### src/rtl/ysyx_22040386_lsu.sv
// Load/store unit: one transaction at a time over a req/ready + rvalid data bus,
// returning an extended load value or store completion with an error flag.
module ysyx_22040386_lsu #(
  parameter int unsigned TIMEOUT_CYCLES = 64,
  parameter int unsigned CNT_W          = 7
) (
  input  logic        clk,
  input  logic        rst_n,
  input  logic        in_valid,
  output logic        in_ready,
  input  logic [63:0] in_addr,
  input  logic [63:0] in_wdata,
  input  logic        in_memwrite,
  input  logic        in_memread,
  input  logic [2:0]  in_funct3,
  input  logic [7:0]  in_wmask,
  output logic        out_valid,
  input  logic        out_ready,
  output logic [63:0] out_rdata,
  output logic        out_err,
  output logic        mem_req,
  input  logic        mem_ready,
  output logic        mem_we,
  output logic [63:0] mem_addr,
  output logic [63:0] mem_wdata,
  output logic [7:0]  mem_wstrb,
  input  logic        mem_rvalid,
  input  logic [63:0] mem_rdata
);

  typedef enum logic [1:0] {IDLE, REQ, WAIT, DONE} state_t;

  localparam logic [CNT_W-1:0] TMO = CNT_W'(TIMEOUT_CYCLES);

  state_t           state, state_n;
  logic [63:0]      addr_q, wdata_q;
  logic             we_q;
  logic [2:0]       f3_q;
  logic [7:0]       wmask_q;
  logic [CNT_W-1:0] cnt, cnt_n, cnt_inc;
  logic [63:0]      rdata_q, rdata_n;
  logic             err_q, err_n;
  logic             accept, misaligned, bad_req, timeout_hit;
  logic [63:0]      shifted, load_val;

  assign in_ready = (state == IDLE) && rst_n;
  assign accept   = in_valid && in_ready;

  always_comb begin
    misaligned = 1'b0;
    case (in_funct3[1:0])
      2'd0: misaligned = 1'b0;
      2'd1: misaligned = in_addr[0];
      2'd2: misaligned = |in_addr[1:0];
      2'd3: misaligned = |in_addr[2:0];
      default: misaligned = 1'b0;
    endcase
  end

  assign bad_req = (in_memwrite && in_memread) ||
                   (in_memread && (in_funct3 == 3'b111)) ||
                   misaligned;

  assign cnt_inc     = cnt + 1'b1;
  assign timeout_hit = (cnt_inc == TMO);

  assign shifted = mem_rdata >> {addr_q[2:0], 3'b000};

  always_comb begin
    load_val = '0;
    case (f3_q)
      3'b000: load_val = {{56{shifted[7]}},  shifted[7:0]};
      3'b001: load_val = {{48{shifted[15]}}, shifted[15:0]};
      3'b010: load_val = {{32{shifted[31]}}, shifted[31:0]};
      3'b011: load_val = shifted;
      3'b100: load_val = {56'd0, shifted[7:0]};
      3'b101: load_val = {48'd0, shifted[15:0]};
      3'b110: load_val = {32'd0, shifted[31:0]};
      default: load_val = '0;
    endcase
  end

  always_comb begin
    state_n = state;
    cnt_n   = cnt;
    rdata_n = rdata_q;
    err_n   = err_q;
    case (state)
      IDLE: begin
        if (accept) begin
          rdata_n = '0;
          err_n   = 1'b0;
          cnt_n   = '0;
          if (!in_memwrite && !in_memread) begin
            state_n = DONE;
          end else if (bad_req) begin
            state_n = DONE;
            err_n   = 1'b1;
          end else begin
            state_n = REQ;
          end
        end
      end
      REQ: begin
        cnt_n = cnt_inc;
        if (timeout_hit) begin
          state_n = DONE;
          err_n   = 1'b1;
        end else if (mem_ready) begin
          state_n = WAIT;
        end
      end
      WAIT: begin
        cnt_n = cnt_inc;
        // a response on the final budget cycle still counts as completion
        if (mem_rvalid) begin
          state_n = DONE;
          rdata_n = we_q ? '0 : load_val;
          err_n   = 1'b0;
        end else if (timeout_hit) begin
          state_n = DONE;
          err_n   = 1'b1;
        end
      end
      DONE: begin
        if (out_ready) begin
          state_n = IDLE;
          rdata_n = '0;
          err_n   = 1'b0;
        end
      end
      default: state_n = IDLE;
    endcase
  end

  always_ff @(posedge clk or negedge rst_n) begin
    if (!rst_n) begin
      state   <= IDLE;
      cnt     <= '0;
      rdata_q <= '0;
      err_q   <= 1'b0;
      addr_q  <= '0;
      wdata_q <= '0;
      we_q    <= 1'b0;
      f3_q    <= '0;
      wmask_q <= '0;
    end else begin
      state   <= state_n;
      cnt     <= cnt_n;
      rdata_q <= rdata_n;
      err_q   <= err_n;
      if (accept) begin
        addr_q  <= in_addr;
        wdata_q <= in_wdata;
        we_q    <= in_memwrite;
        f3_q    <= in_funct3;
        wmask_q <= in_wmask;
      end
    end
  end

  assign mem_req   = (state == REQ);
  assign mem_we    = mem_req && we_q;
  assign mem_addr  = mem_req ? {addr_q[63:3], 3'b000} : '0;
  assign mem_wdata = mem_we ? (wdata_q << {addr_q[2:0], 3'b000}) : '0;
  assign mem_wstrb = mem_we ? (wmask_q << addr_q[2:0]) : '0;

  assign out_valid = (state == DONE);
  assign out_rdata = out_valid ? rdata_q : '0;
  assign out_err   = out_valid && err_q;

endmodule

### config.mk
export PLATFORM = sky130hd
export DESIGN_NAME = ysyx_22040386_lsu
export DESIGN_NICKNAME = d
export VERILOG_FILES = /design/src/rtl/ysyx_22040386_lsu.sv
export SDC_FILE = /design/constraint.sdc
export NUM_CORES = 1
export LEC_CHECK = 0
export BUFFER_PORTS_ARGS = -buffer_cell sky130_fd_sc_hd__clkbuf_2
export CORE_AREA = 2 2 160 162
export CTS_CLUSTER_DIAMETER = 200
export DETAILED_ROUTE_END_ITERATION = 12
export DIE_AREA = 0 0 162 164
export PLACE_DENSITY = 0.82
export SYNTH_ARGS = -nofsm -noshare
export SYNTH_HDL_FRONTEND = slang
export SYNTH_SLANG_ARGS = --single-unit
### constraint.sdc
create_clock -name clk -period 4.8 [get_ports clk]
set_clock_uncertainty 0.2 [all_clocks]
set_input_delay 0.72 -clock clk [delete_from_list [all_inputs] [get_ports clk]]
set_output_delay 0.72 -clock clk [all_outputs]
set_load 0.02 [all_outputs]
; Word-level counts from Yosys, hierarchy flattened
; Cells that the tools add are included.
[word_totals]
reg_bits = 214
latchBits = 0
ramBits = 0
rom_bits = 0
inputBits = 211
output_inout_bits = 205
word_cells = 84
mem_count = 0
[classes]
n_addsub = 1
mul = 0
div = 0
magnitude_cmp = 0
eq_ne = 19
n_shift = 3
mux = 29
bitwise = 0
n_reduce_logical = 23
[op_table]
columns = op, count
row1 = $mux W64, 7
row2 = $pmux W64 S7, 1
row3 = $pmux W64 S3, 1
row4 = $shl A64 B6 Y64, 1
row5 = $shr A64 B6 Y64, 1
row6 = $mux W2, 8
row7 = $pmux W7 S2, 1
row8 = $eq A3 B3 Y1 const B, 4
row9 = $eq A2 B2 Y1 const B, 4
row10 = $mux W8, 1
row11 = $pmux W1 S4, 2
row12 = $pmux W2 S4, 1
row13 = $reduce_and A4 Y1, 2
row14 = $shl A8 B3 Y8, 1
row15 = $add A7 B1 Y7 const B, 1
row16 = $eq A7 B7 Y1 const B, 1
row17 = $logic_and A1 B1 Y1, 7
row18 = $mux W7, 1
row19 = $eq A3 B2 Y1 const B, 2
row20 = $mux W1, 6
row21 = $eq A2 B1 Y1 const B, 2
row22 = $logic_not A2 Y1, 2
row23 = $ne A2 B2 Y1 const B, 2
row24 = $reduce_and A2 Y1, 2
row25 = 11 further kinds, 14

; Depth between registers and ports, before layout
; Gate-level depths: netlist of run 1.
[logic_depth]
depth_word = 8
depth_mapped = 11
mapped_depth_nobuf = 7

; Worst setup path after synthesis of run 1
; Ideal clock, no wire load.
[synth_path]
path_kind = register -> output
from = register state[1]
to = output mem_wdata[32]
arrival_ns = 2.088
t_required_ns = 3.880
setup_slack_ns = 1.792
stages_incl_launch_ff = 8
path_buffers = 2
path_cell_list = dfrtp_1 > inv_1 > ha_1 > nand2_1 > or2_2 > clkbuf_1 > clkbuf_1 > o21ai_0
[synth_between]
elab_chain_len = 3
[synth_rtl]
columns = item, line_no
row1 = start: declaration, 35  ; state_t state, state_n;
row2 = start signal: assignment, 148  ; state <= state_n;
row3 = $eq A2 B1 Y1, 162  ; assign mem_req = (state == REQ);
row4 = net mem_req, 21  ; output logic mem_req,
row5 = $logic_and A1 B1 Y1, 163  ; assign mem_we = mem_req && we_q;
row6 = $mux W64, 165  ; assign mem_wdata = mem_we ? (wdata_q << {addr_q[2:0], 3'b000}) : '0;
row7 = end: declaration, 25  ; output logic [63:0] mem_wdata,
; The timed path passes the listed nets, and every way through them passes these cells.

; Worst setup path after layout of run 1
[layout_path]
from = register addr_q[1]
to = output mem_wdata[40]
[layout_between]
elab_chain_len = 2
[layout_rtl]
columns = item, line_no
row1 = start: declaration, 36  ; logic [63:0] addr_q, wdata_q;
row2 = start signal: assignment, 153  ; addr_q <= in_addr;
row3 = $shl A64 B6 Y64, 165
row4 = $mux W64, 165
; Every way passes these cells.

==> results of run 1 <==
[power by group through the flow]
stage / Sequential [mW] / Clock [mW] / Combinational, mW
3_5_place_dp: 3.56 / 0 / 5.58
3_3_place_gp: 3.51 / 0 / 5.47
4_1_cts: 3.54 / 1.95 / 5.62
6_report: 3.57 / 1.93 / 5.65
5_1_grt: 3.68 / 2.02 / 6.08
2_1_floorplan: 3.03 / 0 / 4.46
[logic make-up (layout without fill, tap and decap cells)]
family                     count (synthesis)  after routing  share of synthesized area, %
AOI/OAI and AO/OA                        253            253                          12.9
buffers and inverters                    125            477                          4.15
xor gates and xnor gates                   1              1                        0.0674
and+or+nand+nor                          395            395                          15.7
muxes                                    286            286                          25.3
other                                      1              4                        0.0289
DFF                                      214            214                          41.2
adders and majority gates                  6              6                         0.578
[metrics by stage]
step | setup WS [ns] | util [%] | total power, mW
2_1_floorplan | 1.79 | - | 7.49
3_3_place_gp | 1.30 | 61.1 | 8.98
3_5_place_dp | 1.21 | 61.1 | 9.14
4_1_cts | 0.657 | 64.4 | 11.1
5_1_grt | 0.459 | 64.4 | 11.8
6_report | 0.650 | 64.4 | 11.1
[cells in the final DEF (no fill, tap or decap), types with 18 or more instances in the layout]
master and instances:
a21oi_1 46, and2_1 137, mux4_2 18, nand2_1 102, nor2_1 78, nor2b_1 36, mux2i_1 109, o21ai_0 75
mux2_2 159, clkbuf_2 411, clkbuf_16 24, dfrtp_1 211, a211oi_1 49
[cell type report]
type,count,area [um2]
antenna,1,2.50
inverter,11,41.3
tap,330,413
timing repair buffer,429,2210
fill,2037,8840
sequential,214,5370
multi-input combinational,944,7140
clock buffer,25,604
clock inverter,12,199
[final timing paths]
path | start | endpoint | cells past startpoint
setup / recovery | addr_q[1] | mem_wdata[40] | 5
hold / removal | in_wdata[18] | wdata_q[18] | 2
setup reg to reg | addr_q[1] | rdata_q[63] | 6
hold reg to reg | rdata_q[48] | rdata_q[48] | 2
max in group asynchronous | rst_n | addr_q[28] | 4
min in group asynchronous | rst_n | wdata_q[45] | 2
[metal layers]
layer  global-route usage, %  vias up  routed length, um
met3                    5.98      137               3350
li1                        -     5241                  -
met2                    50.4      635              20100
met5                       0        -                  0
met4                    17.0        0               2470
met1                    37.5     5568              16000
[worst max-delay path, cell delays in order, from the launching register on]
cell and delay, ns:
dfrtp_4 1.13, inv_2 0.35, nand2_1 0.70, o22a_1 0.27, nor2_1 0.05, clkbuf_2 0.19
[registers in the layout, indices dropped and copies added, names as in the netlist]
signal,flops
addr_q,64
cnt,7
err_q,1
f3_q,3
rdata_q,64
state,2
wdata_q,64
we_q,1
wmask_q,8
[timing repair]
item	in CTS	in global routing
buffers inserted	0	0
hold endpoints to repair	33	0
hold buffers	1	0
==> impl_metrics.yaml, run 1 <==
synthesis:
  synthFlopType: "dfrtp_1"
  synth-edff-count: 0
  mappedNetlistArea_um2: 13000
  synthCells: 1281
  synth.distinct_cells: 52
  ys_async_sr_fraction_pct: 100
  yosys-top-cells-area: "dfrtp_1 (41%), mux2_2 (14%), mux2i_1 (8.4%)"
  ys_seq_area_share_pct: 41.2
  ys_seq_elements: 214
  yosysTopAreaCell: "dfrtp_1"
  synth_warnings: 0
  synth.most_common_cell: "dfrtp_1"
  postSynthAreaPerCell_um2: 10.1
  synthTopCellsByCount: "dfrtp_1 (214), mux2_2 (159), and2_1 (137), mux2i_1 (109), nand2_1 (102)"
  synth_top_area_share_pct: 41.2
route:
  drtIter0Drc: 1012
  drtPass1Iterations: 6
  drcViolationCount: 0
  viasPerCell: 5.89
  vias: 11600
  antenna_left: 0
  finalWirelength_um: 41900
  avgRoutedWirePerCell_um: 21.3
global_route:
  grt_first_pass_wirelength_um: 63300
  antenna_found_initial: 1
  grt_pass1_vias: 11400
  grt_max_degree: 79
  gr-usage-all-layers_pct: 30.4
  grt_overflow: 0
finish:
  fin_cells: 1966
  layout-drive-gt1-share_pct: 40.3
  final_area_um2: 16000
  areaGrowthSynthToFinish_pct: 23.0
  nets: 1841
critical_path:
  worstSetupStartpointType: "flop"
  cp-end-kind: "output port"
  crit_fanout: 78
  worstSetupPathType: "flop to output port"
  worst_ep_arrival_time_ns: 3.23
  worstPathRequired_ns: 3.88
  ff2ff_setup_slack_ns: 1.29
clock_tree:
  cts_sinks: 214
  clk_pin_slew_ns: 0.06
  cts_buffers: 24
  clk_latency_ns: 0.52
  ctsHtreeMaxLevel: 1
  cts_buffer_depth: 3
  cts_root_buffer: "clkbuf_16"
  cts_resized: 0
  cts_tree: "done"
run_status:
  status: "finished, final reports clean"
sta:
  worstMarginPinSlew_ns: 1.07
  slew_viol_final: 0
  relSlewSlack_pct: 28.4
  timing.final.crit_period_ns: 4.15
  setup_viol: 0
  max_freq_ghz: 0.241
  holdWs_ns: 0.230
  tns_ns: 0
  fin_crit_sh_pct: 86.5
  hold_viol: 0
  rsz0062_at_grt: "no"
floorplan:
  initial_core_util_pct: 52.4
  die-area_um2: 26600
  dieWidth_um: 162
  die_h_um: 164
  core.rowCount: 58
  ios: 416
  core_area_um2: 24800
place:
  io_buffer_count: 412
  place_area_um2: 15200
  finalWeightedCongestion: 1.00
  dpl.hpwl_um: 30800
  dp_cells: 1927
power:
  powerDensity_nw_per_um2: 698
  combPwrFrac_pct: 50.7
  p_int_mw: 6.27
  seqPwrFrac_pct: 32.0
  peakVddDrop_mv: 0.476
  power.leakage_nw: 7.81
  pwr-share-clk_pct: 17.3
  p_switching_mw: 4.88
  switching_share_pct: 43.8
worst_hold_path:
  hold_path_class: "input pin to flop"
job:
  drv_cap: 0
(Power assumes the default switching activity.)
==> run 2, diff against run 1 <==
--- a/config.mk
+++ b/config.mk
@@ -6,11 +6,10 @@
 export NUM_CORES = 1
 export LEC_CHECK = 0
 export BUFFER_PORTS_ARGS = -buffer_cell sky130_fd_sc_hd__clkbuf_2
-export CORE_AREA = 2 2 160 162
+export CORE_UTILIZATION = 52
 export CTS_CLUSTER_DIAMETER = 200
 export DETAILED_ROUTE_END_ITERATION = 12
-export DIE_AREA = 0 0 162 164
-export PLACE_DENSITY = 0.82
+export PLACE_DENSITY = 0.81
 export SYNTH_ARGS = -nofsm -noshare
 export SYNTH_HDL_FRONTEND = slang
 export SYNTH_SLANG_ARGS = --single-unit
==> constraint.sdc (replaced) <==
create_clock -name clk -period 4.7 [get_ports clk]
set_clock_uncertainty 0.2 [all_clocks]
set_input_delay 0.705 -clock clk [delete_from_list [all_inputs] [get_ports clk]]
set_output_delay 0.705 -clock clk [all_outputs]
set_load 0.02 [all_outputs]
==> impl_metrics.yaml, run 2 (synthesis results as in run 1) <==
place:
  preCtsSetupSlack_ns: 1.26
  dp_cells: 1924
  place_area_um2: 15200
  io_buffer_count: 412
  dpl.hpwl_um: 30300
  finalWeightedCongestion: 0.952
finish:
  layout_commonest_cell: "clkbuf_2"
  post-route-util_pct: 65.5
  areaGrowthSynthToFinish_pct: 23.0
  fillCellCount: 1977
  final_cell_mix: "clkbuf_2 (411), dfrtp_1 (211), mux2_2 (159)"
  layout-drive-gt1-share_pct: 40.3
  final_area_um2: 16000
  reg_top3: "addr_q x64, rdata_q x64, wdata_q x64"
  nets: 1844
  fin_cells: 1969
clock_tree:
  cts_tree: "done"
  clk_latency_ns: 0.52
  cts_sinks: 214
  cts_setup_buffers: 0
  cts_buffers: 24
  clk_pin_slew_ns: 0.06
  cts_buffer_depth: 3
  cts_root_buffer: "clkbuf_16"
  ctsHtreeMaxLevel: 1
  cts_resized: 0
critical_path:
  ff2ff_setup_slack_ns: 1.19
  worstSetupStartpointType: "flop"
  cp-end-kind: "output port"
  worstSetupPathType: "flop to output port"
  r2r-end: "rdata_q[24]"
  reg2reg_depth: 8
  critPathLaunch: "state[1]"
  timing.rr.start: "addr_q[1]"
  crit_fanout: 27
  worstPathRequired_ns: 3.80
  worst_ep_arrival_time_ns: 3.01
worst_hold_path:
  hold_path_end: "wdata_q[37]"
  hold_path_startpoint: "in_wdata[37]"
  holdPathStages: 2
  hold_path_class: "input pin to flop"
route:
  finalWirelength_um: 41700
  vias: 11700
  avgRoutedWirePerCell_um: 21.2
  viasPerCell: 5.93
  drtIter0Drc: 931
  drcViolationCount: 0
  antenna_left: 0
  drtPass1Iterations: 6
global_route:
  antenna_found_initial: 4
  grt_pass1_vias: 11500
  grt_max_degree: 142
  grt_first_pass_wirelength_um: 63300
  grt_overflow: 0
  gr-usage-all-layers_pct: 31.5
sta:
  slew_viol_final: 0
  rsz0062_at_grt: "no"
  relSlewSlack_pct: 28.3
  fin_crit_sh_pct: 83.3
  holdWs_ns: 0.215
  tns_ns: 0
  max_freq_ghz: 0.255
  worstMarginPinSlew_ns: 1.07
  hold_viol: 0
  setup_viol: 0
  layout_setup_ws_ns: 0.783
  timing.final.crit_period_ns: 3.92
floorplan:
  core_area_um2: 24400
  dieWidth_um: 160
  die-area_um2: 25600
  initial_core_util_pct: 53.3
  ios: 416
  die_h_um: 160
  core.rowCount: 57
power:
  p_total_mw: 11.3
  power.leakage_nw: 7.82
  p_switching_mw: 4.95
  powerDensity_nw_per_um2: 704
  peakVddDrop_mv: 0.471
  p_int_mw: 6.31
  switching_share_pct: 43.9
  seqPwrFrac_pct: 32.2
  combPwrFrac_pct: 51.4
  pwr-share-clk_pct: 16.4
job:
  drv_cap: 0
run_status:
  status: "finished, final reports clean"
## run 2: cell types whose count changed in the layout (fill, tap and decap cells not counted), moves of 2 or more
cell       previous run  this run
buf_4                15        17
bufinv_16             5         1
clkbuf_1              1         5
clkbuf_8              0         5
## run 2: layout make-up
| class | count | area (um2) | share of cell area (%) |
|---|---|---|---|
| Tap cell | 324 | 405 | 2.54 |
| Timing Repair Buffer | 432 | 2250 | 14.1 |
| Sequential cell | 214 | 5370 | 33.6 |
| Clock inverter | 7 | 62.6 | 0.391 |
| Antenna cell | 2 | 5.00 | 0.0313 |
| Multi-Input combinational cell | 944 | 7140 | 44.7 |
| Inverter | 11 | 41.3 | 0.258 |
| Clock buffer | 35 | 713 | 4.46 |
## run 2: worst max-delay path by stage
stage                         end  slack, ns  cells after the start
finish               mem_wdata[1]       0.78                      7
global route         mem_wdata[1]       0.65                      7
CTS                  mem_wdata[1]       0.76                      7
detailed placement    rdata_q[24]       1.26                      8
global placement      rdata_q[16]       1.37                      8
floorplan           mem_wdata[32]       1.71                      7
## run 2: per-layer routing
layer | vias to the layer above | GRT usage [%] | share of wire [%]
met5 | - | 0 | 0.074
met4 | 4 | 18.4 | 6.1
met3 | 152 | 6.29 | 8.6
met2 | 626 | 51.5 | 47
met1 | 5634 | 38.9 | 38
li1 | 5258 | - | -
## run 2: power by group through the flow
stage | clock network, mW | registers [mW] | logic [mW]
floorplan | 0 | 3.10 | 4.55
global placement | 0 | 3.55 | 5.57
detailed placement | 0 | 3.60 | 5.70
CTS | 1.87 | 3.59 | 5.74
global route | 1.94 | 3.73 | 6.20
finish | 1.84 | 3.63 | 5.78
## run 2: critical path, stage by stage (launching register included)
cell and delay (ns):
dfrtp_1 0.42, inv_1 0.14, ha_1 0.19, nand2_1 0.22, or2_2 0.57, nor2_1 0.58, and2_1 0.22, clkbuf_2 0.17
## run 2: repair_timing
action | CTS | global route
hold endpoints to repair | 24 | 0
hold buffers | 1 | 0
endpoints found under the setup margin | 0 | 0
